===== config.mk =====
export PLATFORM = sky130hd
export DESIGN_NAME = round_sequencer
export DESIGN_NICKNAME = d
export VERILOG_FILES = /design/src/rtl/duck_pkg.sv /design/src/rtl/frame_timer.sv /design/src/rtl/round_sequencer.sv
export SDC_FILE = /design/constraint.sdc
export NUM_CORES = 1
export LEC_CHECK = 0
export ABC_CLOCK_PERIOD_IN_PS = 5200
export CORE_MARGIN = 4
export CORE_UTILIZATION = 55
export DETAILED_ROUTE_END_ITERATION = 16
export GPL_ROUTABILITY_DRIVEN = 0
export PLACE_DENSITY = 0.8
export SLEW_MARGIN = 40
export SYNTH_ARGS = -nofsm -noshare
export SYNTH_HDL_FRONTEND = slang
export SYNTH_SLANG_ARGS = --single-unit

===== constraint.sdc =====
create_clock -name Clk -period 5.2 [get_ports Clk]
set_input_delay 1.56 -clock Clk [delete_from_list [all_inputs] [get_ports Clk]]
set_output_delay 1.56 -clock Clk [all_outputs]
set_load 0.005 [all_outputs]

===== src/rtl/duck_pkg.sv =====
// rtl/duck_pkg.sv - shared state encoding, default frame counts and helpers for the duck round sequencer
package duck_pkg;

    typedef enum logic [2:0] {
        ST_IDLE  = 3'd0,
        ST_INTRO = 3'd1,
        ST_FLY   = 3'd2,
        ST_FALL  = 3'd3,
        ST_AWAY  = 3'd4,
        ST_CHECK = 3'd5,
        ST_OVER  = 3'd6
    } duck_state_t;

    localparam int DEF_INTRO_FRAMES    = 120;
    localparam int DEF_FLY_FRAMES      = 300;
    localparam int DEF_FALL_FRAMES     = 60;
    localparam int DEF_AWAY_FRAMES     = 60;
    localparam int DEF_DUCKS_PER_ROUND = 10;
    localparam int DEF_SHOTS_PER_DUCK  = 3;
    localparam int DEF_PASS_HITS       = 6;

    localparam int ROUND_MAX   = 99;
    localparam int TIMER_WIDTH = 9;

    function automatic logic [3:0] popcount10(input logic [9:0] v);
        logic [3:0] n;
        n = 4'd0;
        for (int i = 0; i < 10; i++) begin
            n = n + {3'd0, v[i]};
        end
        return n;
    endfunction

endpackage


===== src/rtl/frame_timer.sv =====
// rtl/frame_timer.sv - per-state frame counter, cleared on state entry and advanced by frame_tick
module frame_timer
    import duck_pkg::*;
(
    input  logic                   clk,
    input  logic                   rst_n,
    input  logic                   clear,
    input  logic                   tick,
    output logic [TIMER_WIDTH-1:0] count
);

    // Saturates so a long stay in IDLE/OVER never wraps into a false match.
    always_ff @(posedge clk or negedge rst_n) begin
        if (!rst_n) begin
            count <= '0;
        end else if (clear) begin
            count <= '0;
        end else if (tick && (count != {TIMER_WIDTH{1'b1}})) begin
            count <= count + 1'b1;
        end
    end

endmodule


===== src/rtl/round_sequencer.sv =====
// rtl/round_sequencer.sv - duck hunt round/duck/shot sequencer with frame-timed states
module round_sequencer
    import duck_pkg::*;
#(
    parameter int INTRO_FRAMES    = DEF_INTRO_FRAMES,
    parameter int FLY_FRAMES      = DEF_FLY_FRAMES,
    parameter int FALL_FRAMES     = DEF_FALL_FRAMES,
    parameter int AWAY_FRAMES     = DEF_AWAY_FRAMES,
    parameter int DUCKS_PER_ROUND = DEF_DUCKS_PER_ROUND,
    parameter int SHOTS_PER_DUCK  = DEF_SHOTS_PER_DUCK,
    parameter int PASS_HITS       = DEF_PASS_HITS
) (
    input  logic       Clk,
    input  logic       Reset_n,
    input  logic       frame_tick,
    input  logic       start,
    input  logic       shoot_btn,
    input  logic       on_duck,
    output logic       shoot_enable,
    output logic       fly_away,
    output logic       duck_kill,
    output logic       duck_reset,
    output logic [1:0] shots_left,
    output logic [3:0] duck_index,
    output logic [9:0] hits,
    output logic [7:0] round_number,
    output logic       game_over
);

    duck_state_t            state;
    duck_state_t            next_state;
    logic [TIMER_WIDTH-1:0] timer_count;
    logic                   timer_clear;
    logic                   start_q;
    logic                   shoot_q;
    logic                   start_rise;
    logic                   shot_ok;
    logic                   last_duck;
    logic                   load_game;
    logic                   next_round;
    logic                   reload_shots;
    logic                   advance_duck;
    logic                   do_kill;
    logic                   do_miss;

    assign start_rise = start && !start_q;
    assign shot_ok    = shoot_btn && !shoot_q && (state == ST_FLY) && (shots_left != 2'd0);
    assign last_duck  = (duck_index == 4'(DUCKS_PER_ROUND - 1));

    frame_timer u_frame_timer (
        .clk   (Clk),
        .rst_n (Reset_n),
        .clear (timer_clear),
        .tick  (frame_tick),
        .count (timer_count)
    );

    always_ff @(posedge Clk or negedge Reset_n) begin
        if (!Reset_n) begin
            state <= ST_IDLE;
        end else begin
            state <= next_state;
        end
    end

    always_comb begin
        next_state   = state;
        load_game    = 1'b0;
        next_round   = 1'b0;
        reload_shots = 1'b0;
        advance_duck = 1'b0;
        do_kill      = 1'b0;
        do_miss      = 1'b0;
        case (state)
            ST_IDLE, ST_OVER: begin
                if (start_rise) begin
                    next_state = ST_INTRO;
                    load_game  = 1'b1;
                end
            end
            ST_INTRO: begin
                if (timer_count == TIMER_WIDTH'(INTRO_FRAMES)) begin
                    next_state   = ST_FLY;
                    reload_shots = 1'b1;
                end
            end
            ST_FLY: begin
                // A hit outranks both the flight timeout and running out of shots.
                if (shot_ok && on_duck) begin
                    next_state = ST_FALL;
                    do_kill    = 1'b1;
                end else begin
                    do_miss = shot_ok;
                    if ((timer_count == TIMER_WIDTH'(FLY_FRAMES)) ||
                        (shot_ok && (shots_left == 2'd1))) begin
                        next_state = ST_AWAY;
                    end
                end
            end
            ST_FALL, ST_AWAY: begin
                if (((state == ST_FALL) && (timer_count == TIMER_WIDTH'(FALL_FRAMES))) ||
                    ((state == ST_AWAY) && (timer_count == TIMER_WIDTH'(AWAY_FRAMES)))) begin
                    if (last_duck) begin
                        next_state = ST_CHECK;
                    end else begin
                        next_state   = ST_FLY;
                        advance_duck = 1'b1;
                        reload_shots = 1'b1;
                    end
                end
            end
            ST_CHECK: begin
                if (32'(popcount10(hits)) >= PASS_HITS) begin
                    next_state = ST_INTRO;
                    next_round = 1'b1;
                end else begin
                    next_state = ST_OVER;
                end
            end
            default: next_state = ST_IDLE;
        endcase
    end

    assign timer_clear = (next_state != state);

    always_ff @(posedge Clk or negedge Reset_n) begin
        if (!Reset_n) begin
            start_q      <= 1'b0;
            shoot_q      <= 1'b0;
            shots_left   <= 2'd0;
            duck_index   <= 4'd0;
            hits         <= 10'd0;
            round_number <= 8'd0;
            duck_kill    <= 1'b0;
            duck_reset   <= 1'b0;
        end else begin
            start_q    <= start;
            shoot_q    <= shoot_btn;
            duck_kill  <= do_kill;
            duck_reset <= (next_state == ST_FLY) && (state != ST_FLY);
            if (load_game) begin
                round_number <= 8'd1;
                duck_index   <= 4'd0;
                hits         <= 10'd0;
            end
            if (next_round) begin
                if (round_number < 8'(ROUND_MAX)) begin
                    round_number <= round_number + 8'd1;
                end
                duck_index <= 4'd0;
                hits       <= 10'd0;
            end
            if (advance_duck) begin
                duck_index <= duck_index + 4'd1;
            end
            if (reload_shots) begin
                shots_left <= 2'(SHOTS_PER_DUCK);
            end
            if (do_kill) begin
                hits <= hits | (10'd1 << duck_index);
            end
            if (do_kill || do_miss) begin
                shots_left <= shots_left - 2'd1;
            end
        end
    end

    assign shoot_enable = (state == ST_FLY);
    assign fly_away     = (state == ST_AWAY);
    assign game_over    = (state == ST_OVER);

endmodule


# Word level (Yosys, flattened, before mapping)
# Cells that the tools add are included.
# totals
ff_bits	40
# op_classes
eq_ne	15
n_reduce_logical	23
bitwise_logic	1
shifts	1
n_addsub	13
n_mux	34
order_cmp	2
# ops
cell	count
$mux W10	3
$add A4 B1 Y4	6
$mux W8	3
$mux W3	7
$mux W9	2
$pmux W3 S5	1
$mux W1	12
$mux W4	3
$logic_and A1 B1 Y1	10
$or A10 B10 Y10	1
$shl A1 B4 Y10 const A	1
$add A9 B1 Y9 const B	1
$eq A3 B2 Y1 const B	3
$eq A3 B3 Y1 const B	3
$eq A9 B6 Y1 const B	1
$eq A9 B7 Y1 const B	1
$eq A9 B9 Y1 const B	1
$ne A9 B9 Y1 const B	1
$add A8 B1 Y8 const B	1
$lt A8 B7 Y1 const B	1
$reduce_bool A2 Y1	3
$reduce_bool A3 Y1	2
$add A3 B1 Y4	1
$add A4 B1 Y4 const B	1
15 further kinds	20

# Longest topological paths before layout
# logic_depth
ltp_word	14
ltp_mapped	13
depth_no_buf	13

# Hierarchy
# A second synthesis with hierarchy kept.
# unflattened
cells_unflattened	240
hier_area_um2	2352.3
# modules_own_cells
mod	instances	seq_area_each_um2	area_each_um2	cells_per_inst
round_sequencer	1	775.7	1895.6	195
frame_timer	1	225.2	456.7	45

# Worst setup path before layout
# No wires, ideal clock.
# synth_path
path_type	reg2reg
startpoint	register hits[5]
endpoint	register u_frame_timer.count[0]
t_arrival_ns	4.052
stages_incl_launch_ff	14
required_time_ns	5.070
slack_ns	1.018
path_cell_list	dfrtp_1 -> fa_1 -> inv_1 -> fa_1 -> fa_1 -> inv_1 -> ha_1 -> fa_1 -> nor2b_1 -> a2111oi_4 -> o21ai_2 -> o31a_2 -> o221ai_4 -> nor2_1
# synth_via
elab_chain_cells	10
word_cells_on_any_way	11
classes_between	add/sub (5); order compare (1); eq/ne (1); mux (3); reduce/logical (1)
# synth_lines
item	line	rtl
start: declaration	round_sequencer.sv:25	output logic [9:0] hits,
start signal: assignment	round_sequencer.sv:160	hits <= hits | (10'd1 << duck_index);
$add A4 B1 Y4 * (5 in series)	duck_pkg.sv:29	n = n + {3'd0, v[i]};
$ge A4 B3 Y1 *	round_sequencer.sv:113	if (32'(popcount10(hits)) >= PASS_HITS) begin
$mux W3 *	round_sequencer.sv:113	
$pmux W3 S5 *	round_sequencer.sv:74	case (state)
$ne A3 B3 Y1 *	round_sequencer.sv:124	assign timer_clear = (next_state != state);
$mux W9 or $reduce_bool A2 Y1 (tied branches)	n/a	
end signal: assignment	frame_timer.sv:19	count <= count + 1'b1;
end: declaration	frame_timer.sv:9	output logic [TIMER_WIDTH-1:0] count
# Every way passes the cells marked *; elsewhere a longest branch is shown, timed or not.
# A chain may end at the register's enable or synchronous reset.

# Final worst setup path
# layout_path
startpoint	register hits[5]
endpoint	register u_frame_timer.count[8]
# Same word-level chain as after synthesis.

==> impl_metrics.json <==
{
  "ys_seq_elements": 40,
  "drt_first_pass_iters": 4,
  "first_iter_violations": 72,
  "ys_seq_area_frac": 0.398,
  "worst_pin_slew_ps": 658,
  "dp_hpwl_um": 3850,
  "cts.sinks": 40,
  "grt_setup_unrepaired": "no",
  "p_leak_nw": 1.27,
  "synth_edf_count": 0,
  "path_max_fanout": 14,
  "syn_avg_cell_area_um2": 10.0,
  "htreeDepth": 2,
  "vdd_drop_max_uv": 226,
  "ios": 35,
  "drc_errors": 0,
  "clock_latency_ps": 300,
  "clkTransAtPathRegs_ps": 80,
  "fmax_ghz": 0.217,
  "drive_above_1_share": 0.112,
  "antenna_found_initial": 0,
  "diodes": 0,
  "nets": 311,
  "hold_viol_final": 0,
  "critPathArrivalTime_ps": 4770,
  "cp.required_ps": 5360,
  "grt_usage": 0.197,
  "vias_per_cell": 5.86,
  "ys.flop_type": "dfrtp_1",
  "start_util": 0.573,
  "hp-class": "register to register",
  "yosys_warnings": 0,
  "cts_buffers": 5,
  "grt_max_degree": 41,
  "cts_setup_buffers": 0,
  "start_kind": "register",
  "power_density_mw_per_mm2": 314,
  "period_needed_ps": 4610,
  "synth_cell_types": 61,
  "drv_slew": 0,
  "clockRootBuffer": "clkbuf_8",
  "die_area_mm2": 0.00571,
  "vias": 1979,
  "setup_tns_ps": 0,
  "cts_tree": "done",
  "synth_cells": 251,
  "grt_pass1_wl_um": 8630,
  "core-area_mm2": 0.00438,
  "grt_pass1_vias": 1873,
  "num_rows": 24,
  "grt-ovfl-total": 0,
  "crit_type": "register to register",
  "area_growth_pct": 20.8,
  "end_kind": "register",
  "routed_wirelength_um": 5080,
  "outcome": "completed",
  "cap_violations": 0,
  "ant_nets": 0,
  "p_total_mw": 0.954,
  "synth.cell_area_mm2": 0.00251,
  "setup_viol": 0,
  "dieWidth_um": 75.6,
  "finalCritPeriodShare": 0.886,
  "die_y_um": 75.6,
  "clock_path_buffers": 2,
  "cts_resized": 0,
  "portBuffers": 34,
  "synthesis.nets": 277,
  "skew_ps": 11.1,
  "slew_headroom": 0.561,
  "async_flop_share": 1.00,
  "postCtsHoldBufs": 0,
  "routedWlPerCell_um": 15.0
}
-- report_power, final --
| part | total [mW] | switching, mW | internal [mW] |
|---|---|---|---|
| sequential | 0.400 | 0.0579 | 0.343 |
| combinational | 0.201 | 0.104 | 0.0971 |
| clock | 0.352 | 0.112 | 0.240 |
| total | 0.954 | 0.274 | 0.680 |
-- layout make-up --
cell class / instances / area [um^2]
clock buffers: 5 / 68.8
clock inverters: 3 / 90.1
fillers: 343 / 1350
repair buffers: 34 / 338
well taps: 52 / 65.1
multi-input cells: 182 / 1390
flip-flops and latches: 40 / 1000
inverters: 22 / 82.6
-- placed cells by master (no fill, tap or decap), drive strengths merged, types with 2 or more instances in the layout --
master and count:
xnor2 5, and3 3, or4 3, nor3 3, o21ai 12, xor2 3, and2 3, dfrtp 40
nor2 29, nor2b 4, a31o 2, bufinv 3, a31oi 2, o31ai 2, nand3 8, mux2i 3
nor3b 3, a21oi 16, nand2b 2, nand3b 2, ha 14, inv 22, clkbuf 5, o221ai 2
clkdlybuf4s50 33, a221oi 2, fa 6, nand2 21, nand4 7, o21bai 2, nor4 6, a2111oi 2
-- layer usage --
metal / GRT usage / vias to the layer above / share of wire
li1: - / 958 / -
met1: 0.246 / 970 / 0.43
met2: 0.338 / 43 / 0.51
met3: 0.0462 / 8 / 0.043
met4: 0.0583 / 0 / 0.014
met5: 0 / - / 0
-- metrics by stage --
stage | setup slack [ps] | util | instances | instance area, um^2 | hold slack [ps]
floorplan | 1020 | - | 251 | 2510 | 502
global placement | 752 | 0.656 | 330 | 2870 | 505
detailed placement | 599 | 0.656 | 330 | 2880 | 509
CTS | 566 | 0.692 | 338 | 3040 | 529
global route | 397 | 0.692 | 338 | 3040 | 540
finish | 594 | 0.692 | 338 | 3040 | 524
-- state kept, by name, summed over array words and instances, names as in the netlist --
name / cells
shoot_q: 1
start_q: 1
duck_reset: 1
state: 3
hits: 10
round_number: 8
duck_kill: 1
shots_left: 2
u_frame_timer.count: 9
duck_index: 4
-- logic make-up (layout without fill, tap and decap cells) --
family,count (synthesis),in the layout,share of synthesized area
AO/OA/AOI/OAI,50,50,0.163
adder cells (fa/ha/maj),20,20,0.118
buffers and inverters,29,64,0.0483
multiplexers,4,4,0.0164
AND/OR/NAND/NOR,100,100,0.229
flip-flops,40,40,0.398
XOR/XNOR,8,8,0.0279
-- synthesized netlist by cell type (all sizes together) (4+ instances only) --
cell | n | area share
nor4 | 6 | 0.023
dfrtp | 40 | 0.40
nand3 | 8 | 0.016
ha | 14 | 0.070
nor2b | 4 | 0.013
o21ai | 12 | 0.027
inv | 22 | 0.033
fa | 6 | 0.048
a21oi | 16 | 0.032
nand4 | 7 | 0.017
nor2 | 29 | 0.046
xnor2 | 5 | 0.017
nand2 | 21 | 0.033
buf | 4 | 0.010
-- worst max-delay path: stages, from the launching register on --
cell and delay (ps):
dfrtp_1 420, fa_1 560, inv_1 50, fa_1 450, fa_1 490, inv_1 40
ha_1 220, fa_1 470, nor2b_1 180, a2111oi_4 490, o21ai_2 300, o31a_2 430
o221ai_4 270, nor2_1 110
-- worst paths after layout --
path                          from                endpoint  slack (ps)  cells after the start
setup / recovery           hits[5]  u_frame_timer.count[8]         590                     13
hold / removal             hits[0]                 hits[0]         520                      2
setup reg to reg           hits[5]  u_frame_timer.count[8]         590                     13
hold reg to reg            hits[0]                 hits[0]         520                      2
max in group asynchronous  Reset_n  u_frame_timer.count[8]        3620                      1
min in group asynchronous  Reset_n                 hits[4]        1230                      1
No activity file was read; power rests on OpenSTA's default activity.
